===== config.mk =====
export PLATFORM = sky130hd
export DESIGN_NAME = spi_tx_queue
export DESIGN_NICKNAME = d
export VERILOG_FILES = /design/src/rtl/spi_tx_queue.sv
export SDC_FILE = /design/constraint.sdc
export NUM_CORES = 1
export LEC_CHECK = 0
export ABC_AREA = 1
export CAP_MARGIN = 20
export CORE_ASPECT_RATIO = 1.75
export CORE_UTILIZATION = 40
export DETAILED_ROUTE_END_ITERATION = 8
export GPL_ROUTABILITY_DRIVEN = 0
export PLACE_DENSITY_LB_ADDON = 0.12
export RECOVER_POWER = 100
export SYNTH_ARGS = -nofsm -noshare
export SYNTH_HDL_FRONTEND = slang
export SYNTH_SLANG_ARGS = --single-unit

===== constraint.sdc =====
create_clock -name wb_clk_i -period 6.2 [get_ports wb_clk_i]
set_clock_uncertainty 0.05 [all_clocks]
set_input_delay 0.62 -clock wb_clk_i [delete_from_list [all_inputs] [get_ports wb_clk_i]]
set_output_delay 0.62 -clock wb_clk_i [all_outputs]
set_load 0.05 [all_outputs]

===== src/rtl/spi_tx_queue.sv =====
// spi_tx_queue: TX FIFO plus auto-sequencer feeding spi_shift/spi_clk_gen.
// Each queued word is latched into spi_shift, go is raised, the end of the
// transfer is awaited and the parallel receive word is captured.
// Ports:
//   wb_clk_i, wb_rst_i          clock, async active-high reset
//   i_push, i_push_dat          enqueue strobe and word
//   o_full, o_empty, o_level    FIFO status
//   o_tx_ovf, i_ovf_clr         sticky push-while-full flag and its clear
//   i_enable                    allow new transfers to start
//   o_latch, o_tx_dat, o_go     load strobes, word and start to spi_shift
//   i_tip, i_rx_dat             transfer-in-progress and receive word
//   o_rx_dat, o_rx_valid        captured receive word and unread flag
//   i_rx_ack, o_rx_ovr          host consume strobe, sticky overrun flag
//   i_irq_clr, o_irq            queue-drained interrupt and its clear
// Build option: define SPI_TXQ_IRQ_EN to enable o_irq; otherwise it is tied 0.
module spi_tx_queue #(
    parameter int DATA_W = 32,
    parameter int DEPTH  = 8,
    parameter int AW     = 3
) (
    input  logic              wb_clk_i,
    input  logic              wb_rst_i,
    input  logic              i_push,
    input  logic [DATA_W-1:0] i_push_dat,
    output logic              o_full,
    output logic              o_empty,
    output logic [AW:0]       o_level,
    output logic              o_tx_ovf,
    input  logic              i_ovf_clr,
    input  logic              i_enable,
    output logic [3:0]        o_latch,
    output logic [DATA_W-1:0] o_tx_dat,
    output logic              o_go,
    input  logic              i_tip,
    input  logic [DATA_W-1:0] i_rx_dat,
    output logic [DATA_W-1:0] o_rx_dat,
    output logic              o_rx_valid,
    input  logic              i_rx_ack,
    output logic              o_rx_ovr,
    input  logic              i_irq_clr,
    output logic              o_irq
);

    typedef enum logic [2:0] {
        IDLE, LOAD, START, BUSY, DONE
    } state_t;

    state_t state_q, state_d;

    logic [DATA_W-1:0] mem_q [DEPTH];
    logic [AW-1:0]     wr_ptr_q, wr_ptr_d;
    logic [AW-1:0]     rd_ptr_q, rd_ptr_d;
    logic [AW:0]       level_q, level_d;
    logic              full_q, full_d;
    logic              empty_q, empty_d;
    logic              tx_ovf_q, tx_ovf_d;
    logic              latch_q, latch_d;
    logic [DATA_W-1:0] tx_dat_q, tx_dat_d;
    logic              go_q, go_d;
    logic [DATA_W-1:0] rx_dat_q, rx_dat_d;
    logic              rx_valid_q, rx_valid_d;
    logic              rx_ovr_q, rx_ovr_d;
    logic              irq_q, irq_d;

    logic push_ok;
    logic pop;
    logic capture;

    // A push into a full queue is dropped even if LOAD frees a slot this cycle.
    assign push_ok = i_push & ~full_q;
    assign pop     = (state_q == LOAD);
    assign capture = (state_q == DONE);

    always_comb begin
        state_d  = state_q;
        wr_ptr_d = wr_ptr_q + (push_ok ? AW'(1) : AW'(0));
        rd_ptr_d = rd_ptr_q + (pop ? AW'(1) : AW'(0));
        level_d  = level_q + (AW+1)'(push_ok) - (AW+1)'(pop);
        full_d   = (level_d == (AW+1)'(DEPTH));
        empty_d  = (level_d == '0);

        tx_ovf_d = tx_ovf_q;
        if (i_ovf_clr)
            tx_ovf_d = 1'b0;
        if (i_push && full_q)
            tx_ovf_d = 1'b1;

        unique case (state_q)
            IDLE:  if (i_enable && !empty_q && !i_tip) state_d = LOAD;
            LOAD:  state_d = START;
            START: if (i_tip) state_d = BUSY;
            BUSY:  if (!i_tip) state_d = DONE;
            DONE:  state_d = IDLE;
            default: state_d = IDLE;
        endcase

        // Strobes are registered decodes of the state being entered, so they
        // line up exactly with LOAD and START.
        latch_d  = (state_d == LOAD);
        tx_dat_d = latch_d ? mem_q[rd_ptr_q] : '0;
        go_d     = (state_d == START);

        rx_dat_d   = rx_dat_q;
        rx_valid_d = rx_valid_q;
        rx_ovr_d   = rx_ovr_q;
        if (i_ovf_clr)
            rx_ovr_d = 1'b0;
        if (capture) begin
            rx_dat_d   = i_rx_dat;
            rx_valid_d = 1'b1;
            if (rx_valid_q && !i_rx_ack)
                rx_ovr_d = 1'b1;
        end else if (i_rx_ack) begin
            rx_valid_d = 1'b0;
        end

`ifdef SPI_TXQ_IRQ_EN
        irq_d = irq_q;
        if (i_irq_clr)
            irq_d = 1'b0;
        if (capture && empty_q)
            irq_d = 1'b1;
`else
        irq_d = 1'b0;
`endif
    end

`ifndef SPI_TXQ_IRQ_EN
    logic unused_irq_clr;
    assign unused_irq_clr = i_irq_clr;
`endif

    always_ff @(posedge wb_clk_i) begin
        if (push_ok)
            mem_q[wr_ptr_q] <= i_push_dat;
    end

    always_ff @(posedge wb_clk_i or posedge wb_rst_i) begin
        if (wb_rst_i) begin
            state_q    <= IDLE;
            wr_ptr_q   <= '0;
            rd_ptr_q   <= '0;
            level_q    <= '0;
            full_q     <= 1'b0;
            empty_q    <= 1'b1;
            tx_ovf_q   <= 1'b0;
            latch_q    <= 1'b0;
            tx_dat_q   <= '0;
            go_q       <= 1'b0;
            rx_dat_q   <= '0;
            rx_valid_q <= 1'b0;
            rx_ovr_q   <= 1'b0;
            irq_q      <= 1'b0;
        end else begin
            state_q    <= state_d;
            wr_ptr_q   <= wr_ptr_d;
            rd_ptr_q   <= rd_ptr_d;
            level_q    <= level_d;
            full_q     <= full_d;
            empty_q    <= empty_d;
            tx_ovf_q   <= tx_ovf_d;
            latch_q    <= latch_d;
            tx_dat_q   <= tx_dat_d;
            go_q       <= go_d;
            rx_dat_q   <= rx_dat_d;
            rx_valid_q <= rx_valid_d;
            rx_ovr_q   <= rx_ovr_d;
            irq_q      <= irq_d;
        end
    end

    assign o_full     = full_q;
    assign o_empty    = empty_q;
    assign o_level    = level_q;
    assign o_tx_ovf   = tx_ovf_q;
    assign o_latch    = {4{latch_q}};
    assign o_tx_dat   = tx_dat_q;
    assign o_go       = go_q;
    assign o_rx_dat   = rx_dat_q;
    assign o_rx_valid = rx_valid_q;
    assign o_rx_ovr   = rx_ovr_q;
    assign o_irq      = irq_q;

endmodule


==> flow_metrics.py, run 1 <==
metrics = {
    "power_and_ir_drop": {
        "power_leakage_uw": 0.00664,
        "power_frac_comb_pct": 35.7,
        "p_seq_share_pct": 39.3,
        "p_switching_uw": 3010,
        "pwr-share-clk_pct": 24.9,
        "internal-power_uw": 4850,
        "p_per_area_nw_per_um2": 486,
        "total_power_uw": 7860,
        "ir_worst_vdd_mv": 0.245,
        "swShare_pct": 38.3,
    },
    "sta": {
        "hold_viol": 0,
        "grt_setup_unrepaired": "no",
        "setup_viol": 0,
        "whs_ns": 0.415,
        "slew_viol_final": 381,
        "min_period_ns": 4.39,
        "fmax_mhz": 228,
        "period_share_pct": 70.9,
        "timing.setup.tns_ns": 0,
        "tightest_slew_ns": 2.68,
        "max_slew_margin_pct": -78.4,
    },
    "floorplanning": {
        "die_area_sq_um": 34000,
        "initial_core_util_pct": 40.6,
        "core_sq_um": 32800,
        "row_count": 88,
        "fp.dieW_um": 140,
        "io_pins": 151,
        "die_height_um": 243,
    },
    "place": {
        "dp_hpwl_um": 15200,
        "placed_area_sq_um": 15200,
        "port_buffers": 148,
    },
    "cts": {
        "htree_levels": 1,
        "cts_resized": 0,
        "cts_setup_buffers": 0,
        "clk_latency_ns": 0.55,
        "max-clock-path-buffers": 3,
        "clkSlewWorstSetupHoldPaths_ns": 0.07,
        "cts_root_buf": "clkbuf_16",
        "cts_tree": "yes",
        "cts_buffers": 30,
        "holdBufCountCts": 0,
        "numClockSinks": 340,
    },
    "logic_synthesis": {
        "synth_cells": 1166,
        "synthXorXnorAreaFrac_pct": 0.329,
        "syn_area_sq_um": 13300,
        "netlist.area_leader.share_pct": 57.7,
        "ys_seq_area_share_pct": 73.6,
        "postSynthAreaPerCell_sq_um": 11.4,
        "yosys_register_bits": 340,
        "synth_nets": 1245,
        "yosysWarnings": 0,
        "synth-edff-count": 256,
        "synth_compound_area_share_pct": 0.160,
        "yosys.cell_types.count": 24,
        "synth_top_family_by_area": "simple AND/OR/NAND/NOR gates",
        "yosys.area_share.simple_pct": 21.8,
        "dominantRegCellSynth": "edfxtp_1",
        "netlist_top_cells_area": "edfxtp_1 58%, dfrtp_1 16%, nand2_1 14%, nand3_1 6.2%, nor2_1 1.4%",
        "async_flop_share_pct": 24.7,
        "synth.mux.area_fraction_pct": 0,
        "synth_fa_ha_area_share_pct": 0.714,
        "synth_area_leader_cell": "edfxtp_1",
    },
    "critical_path": {
        "worstSetupStartpoint": "rd_ptr_q[0]$_DFF_PP0_",
        "reg2reg_from": "rd_ptr_q[0]$_DFF_PP0_",
        "crit_top_cell": "nand2_1",
        "startpoint_type": "register",
        "critPathKind": "register to register",
        "cp.arrival_ns": 4.63,
        "endpoint_kind": "register",
        "cp_cell_sequence": "clkinv_2 > buf_4 > nand2_1 > nand3_1 > nand2_1 > nand2_1 > nand2_1 > nor2_1",
        "cp_num_buf_inv": 2,
        "rr_worst_depth": 8,
        "crit_fanout": 72,
        "cp.depth": 8,
        "cp.required_ns": 6.44,
        "cp_slowest_cell": "dfrtp_1",
        "cp_top_family": "buffers and inverters",
        "slowest_delay_ns": 1.47,
    },
    "routing": {
        "drc": 0,
        "routed_via_density": 4.91,
        "detail_route.iter0.violations": 413,
        "drt-wirelength-per-cell_um": 17.1,
        "vias": 8481,
        "firstDrtPassIters": 4,
        "antenna_left": 0,
        "wl_um": 29500,
    },
    "min_path": {
        "min_from": "o_rx_dat[14]$_DFFE_PP0P_",
        "hold_depth": 2,
        "hp-class": "register to register",
    },
    "grt": {
        "grt_use_total_pct": 17.9,
        "grt_max_degree": 86,
        "grt_pass1_vias": 8392,
        "grt_pass1_wl_um": 46700,
        "overflow": 0,
        "antenna_found_initial": 4,
    },
    "cells_and_area": {
        "fin_nets": 1376,
        "areaGrowthSynthToFinish_pct": 21.5,
        "drive_above_1_share_pct": 5.45,
        "stdcell_area_sq_um": 16200,
        "multi_input_area_sq_um": 3130,
        "seq_area_sq_um": 9790,
        "num-fill-cells": 2963,
        "final_cell_mix": "497 x nand2_1, 256 x edfxtp_1, 164 x nand3_1",
        "mostFrequentLayoutCell": "nand2_1",
        "finish.utilization_pct": 49.3,
    },
    "status": {
        "violations": "capacitance limit, slew limit",
        "status": "finished, violations left",
    },
    "run": {
        "drv_cap": 11,
    },
}
-- routing by layer --
layer  track usage [%]  up-vias  part of all wire [%]
li1                  -     4138                     -
met1              21.6     4106                    41
met2              32.8      197                    52
met3              2.46       40                   4.6
met4              5.04        0                   1.9
met5                 0        -                     0
-- cells in the mapped netlist, types with 2 or more instances --
master and number:
nor2_1 49, inv_2 2, xor2_1 4, buf_1 4
buf_2 31, a21oi_1 2, nand2_1 497, ha_1 6
buf_4 16, nand3_1 164, clkbuf_1 15, inv_1 27
dfrtp_1 83, edfxtp_1 256
-- worst register-to-register path, delay by kind of cell (launching register included) --
| family | cells | cell delay, ns |
|---|---|---|
| AND/OR/NAND/NOR | 6 | 0.59 |
| flip-flops | 1 | 1.47 |
| buffers and inverters | 2 | 2.03 |
-- metrics by stage --
stage	std cells	setup slack, ns
4_1_cts	1726	2.99
3_3_place_gp	1669	3.01
3_5_place_dp	1670	3.00
2_1_floorplan	1166	3.35
6_report	1729	1.81
5_1_grt	1729	1.47
-- path summary, 6_finish.rpt --
kind / end / slack, ns
min in group asynchronous: o_tx_dat[1]$_DFF_PP0_ / 0.62
max: o_tx_dat[4]$_DFF_PP0_ / 1.81
min reg2reg: o_rx_dat[14]$_DFFE_PP0P_ / 0.41
min: o_rx_dat[14]$_DFFE_PP0P_ / 0.41
max reg2reg: o_tx_dat[4]$_DFF_PP0_ / 1.81
max in group asynchronous: rd_ptr_q[1]$_DFF_PP0_ / 4.09
-- power groups by stage --
stage,clock network (uW),logic [uW],registers [uW]
global route,2100,3140,3140
CTS,2010,2950,3090
global placement,0,2920,3120
floorplan,0,1520,3630
detailed placement,0,2940,3130
finish,1960,2810,3090
-- area by class of cell --
type / count / share of cell area, %
diodes: 3 / 0.0464
well taps: 405 / 3.13
multi-input cells: 731 / 19.3
inverters: 29 / 0.696
clock buffers: 36 / 5.10
flip-flops and latches: 340 / 60.6
clock inverters: 20 / 1.43
repair buffers: 165 / 9.70
-- registers in the layout, indices dropped and copies added (netlist names), 3 cells and up --
name	cells
wr_ptr_q	3
rd_ptr_q	3
o_rx_dat	32
o_tx_dat	32
state_q	3
o_level	4
mem_q	256
-- logic make-up after synthesis --
group,after synthesis
AND/OR/NAND/NOR,714
flip-flops,340
buffers and inverters,95
adder cells (fa/ha/maj),7
XOR/XNOR,5
AO/OA/AOI/OAI,4
other,1
No activity file was read; power rests on OpenSTA's default activity.
==> run 2: changes to the inputs <==
==> constraint.sdc (replaced) <==
create_clock -name wb_clk_i -period 4 [get_ports wb_clk_i]
set_clock_uncertainty 0.05 [all_clocks]
set_input_delay 0.4 -clock wb_clk_i [delete_from_list [all_inputs] [get_ports wb_clk_i]]
set_output_delay 0.4 -clock wb_clk_i [all_outputs]
set_load 0.05 [all_outputs]
==> run 2 against run 1 <==
Core utilization fell by 0.21 points. Highest routed layer is now met5. Clock-buffer cell count increased by 10. Critical path depth is 3 lower. Wire length is 0.19% higher. First-iteration DRC count is 2.9% higher. The flow still finishes with violations (capacitance limit, slew limit). Global-route usage increased by 0.13 points. Sequential power is 55% higher. Register-to-register slack got worse by 0.77 ns.
==> flow_metrics.py, run 2 (synthesis gave the netlist of run 1 again) <==
metrics = {
    "status": {
        "status": "finished, violations left",
        "violations": "capacitance limit, slew limit",
    },
    "sta": {
        "grt_setup_unrepaired": "no",
        "hold_viol": 0,
        "max_slew_margin_pct": -0.634,
        "period_share_pct": 74.0,
        "setup_viol": 0,
        "fmax_mhz": 338,
        "min_period_ns": 2.96,
        "timing.final.ws_setup_ns": 1.04,
        "tightest_slew_ns": 1.51,
        "slew_viol_final": 36,
        "whs_ns": 0.338,
        "timing.setup.tns_ns": 0,
    },
    "min_path": {
        "hp-class": "input port to register",
    },
    "cts": {
        "cts_resized": 0,
        "clkSlewWorstSetupHoldPaths_ns": 0.06,
        "max-clock-path-buffers": 3,
        "numClockSinks": 340,
        "holdBufCountCts": 0,
        "htree_levels": 1,
        "cts_buffers": 31,
        "cts_tree": "yes",
        "cts_root_buf": "clkbuf_16",
        "cts_setup_buffers": 0,
        "clk_latency_ns": 0.57,
    },
    "power_and_ir_drop": {
        "power_leakage_uw": 0.00666,
        "internal-power_uw": 7230,
        "pwr-share-clk_pct": 23.2,
        "p_per_area_nw_per_um2": 741,
        "ir_worst_vdd_mv": 0.383,
        "power_frac_comb_pct": 36.6,
        "total_power_uw": 11900,
        "swShare_pct": 39.4,
        "p_seq_share_pct": 40.2,
        "p_switching_uw": 4690,
    },
    "floorplanning": {
        "initial_core_util_pct": 40.6,
        "fp.dieW_um": 140,
        "die_area_sq_um": 34000,
        "io_pins": 151,
        "die_height_um": 243,
        "row_count": 88,
        "core_sq_um": 32800,
    },
    "critical_path": {
        "cp_cell_sequence": "nor2_4 > clkbuf_1 > nand4_1 > clkbuf_2 > nor2_1",
        "rr_worst_depth": 5,
        "cp.depth": 5,
        "cp.required_ns": 4.42,
        "cp.arrival_ns": 3.38,
        "endpoint_kind": "register",
        "critPathKind": "register to register",
        "startpoint_type": "register",
        "cp_top_family": "buffers and inverters",
        "cp_slowest_cell": "clkbuf_1",
        "crit_path_end": "o_tx_dat[4]$_DFF_PP0_",
        "reg2reg_to": "o_tx_dat[4]$_DFF_PP0_",
        "reg2reg_from": "state_q[0]$_DFF_PP0_",
        "crit_fanout": 35,
        "worstSetupStartpoint": "state_q[0]$_DFF_PP0_",
        "ff2ff_setup_slack_ns": 1.04,
        "slowest_delay_ns": 1.09,
        "cp_num_buf_inv": 2,
    },
    "grt": {
        "overflow": 0,
        "antenna_found_initial": 1,
        "grt_use_total_pct": 18.0,
        "grt_max_degree": 79,
        "grt_pass1_wl_um": 47200,
        "grt_pass1_vias": 8466,
    },
    "run": {
        "drv_cap": 1,
    },
    "cells_and_area": {
        "mostFrequentLayoutCell": "nand2_1",
        "largest_register": "mem_q",
        "largest_reg_flops": 256,
        "final_cell_mix": "497 x nand2_1, 256 x edfxtp_1, 164 x nand3_1",
        "antennaDiodeCount": 0,
        "drive_above_1_share_pct": 5.73,
        "areaGrowthSynthToFinish_pct": 20.9,
        "num-fill-cells": 2978,
        "fin_nets": 1381,
    },
    "place": {
        "port_buffers": 148,
        "dp_hpwl_um": 15800,
        "dp_slack_ns": 1.37,
    },
    "routing": {
        "drt-wirelength-per-cell_um": 17.1,
        "antenna_left": 0,
        "detail_route.iter0.violations": 425,
        "wl_um": 29600,
        "drc": 0,
        "vias": 8512,
        "routed_via_density": 4.91,
        "firstDrtPassIters": 4,
    },
}
## run 2: cell count changes in the layout (fill, tap and decap cells not counted), moves of 3 or more
cell and delta:
clkbuf_2 +8, nor2_4 -3, clkinvlp_4 -3, diode_2 -3, nor2_1 +3, bufinv_16 -5
## run 2: metrics by stage
| stage | cell area (sq um) | utilization [%] | std cells |
|---|---|---|---|
| detailed placement | 15200 | 46.4 | 1674 |
| floorplan | 13300 | - | 1166 |
| global placement | 15200 | 46.3 | 1673 |
| finish | 16100 | 49.1 | 1732 |
| global route | 16100 | 49.1 | 1732 |
| CTS | 16200 | 49.2 | 1732 |
## run 2: power groups by stage
stage                     combinational, uW  sequential [uW]  clock (uW)
after floorplan                        2350             5620           0
after global placement                 4540             4850           0
after detailed placement               4560             4870           0
after CTS                              4580             4800        2840
after global routing                   4900             4860        2980
final                                  4360             4790        2770
## run 2: cell type report
| cell class | count | area [sq um] | share of cell area, % |
|---|---|---|---|
| inverter | 29 | 113 | 0.699 |
| multi-input combinational | 731 | 3100 | 19.3 |
| sequential | 340 | 9800 | 60.8 |
| clock inverter | 12 | 68.8 | 0.427 |
| timing repair buffer | 169 | 1640 | 10.2 |
| clock buffer | 46 | 872 | 5.42 |
| tap | 405 | 507 | 3.15 |
## run 2: per-layer routing
layer / share of wire [%] / GRT usage, % / up-vias
met5: 0.044 / 0 / -
met4: 2.2 / 5.79 / 2
met3: 3.7 / 2.24 / 44
met2: 51 / 32.4 / 185
met1: 43 / 22.2 / 4129
li1: - / - / 4152
## run 2: tightest hold or removal path: cells and delay by family
| kind | cells | cell delay (ns) |
|---|---|---|
| buf+inv | 1 | 0.40 |
| simple gates | 2 | 0.13 |
## run 2: worst min-delay path by stage
stage / from / to / cells past startpoint
2_1_floorplan: wr_ptr_q[2]$_DFF_PP0_ / wr_ptr_q[2]$_DFF_PP0_ / 1
3_3_place_gp: o_rx_dat[17]$_DFFE_PP0P_ / o_rx_dat[17]$_DFFE_PP0P_ / 2
3_5_place_dp: o_rx_dat[17]$_DFFE_PP0P_ / o_rx_dat[17]$_DFFE_PP0P_ / 2
4_1_cts: i_rx_dat[25] / o_rx_dat[25]$_DFFE_PP0P_ / 3
5_1_grt: i_rx_dat[28] / o_rx_dat[28]$_DFFE_PP0P_ / 3
6_report: i_rx_dat[25] / o_rx_dat[25]$_DFFE_PP0P_ / 3
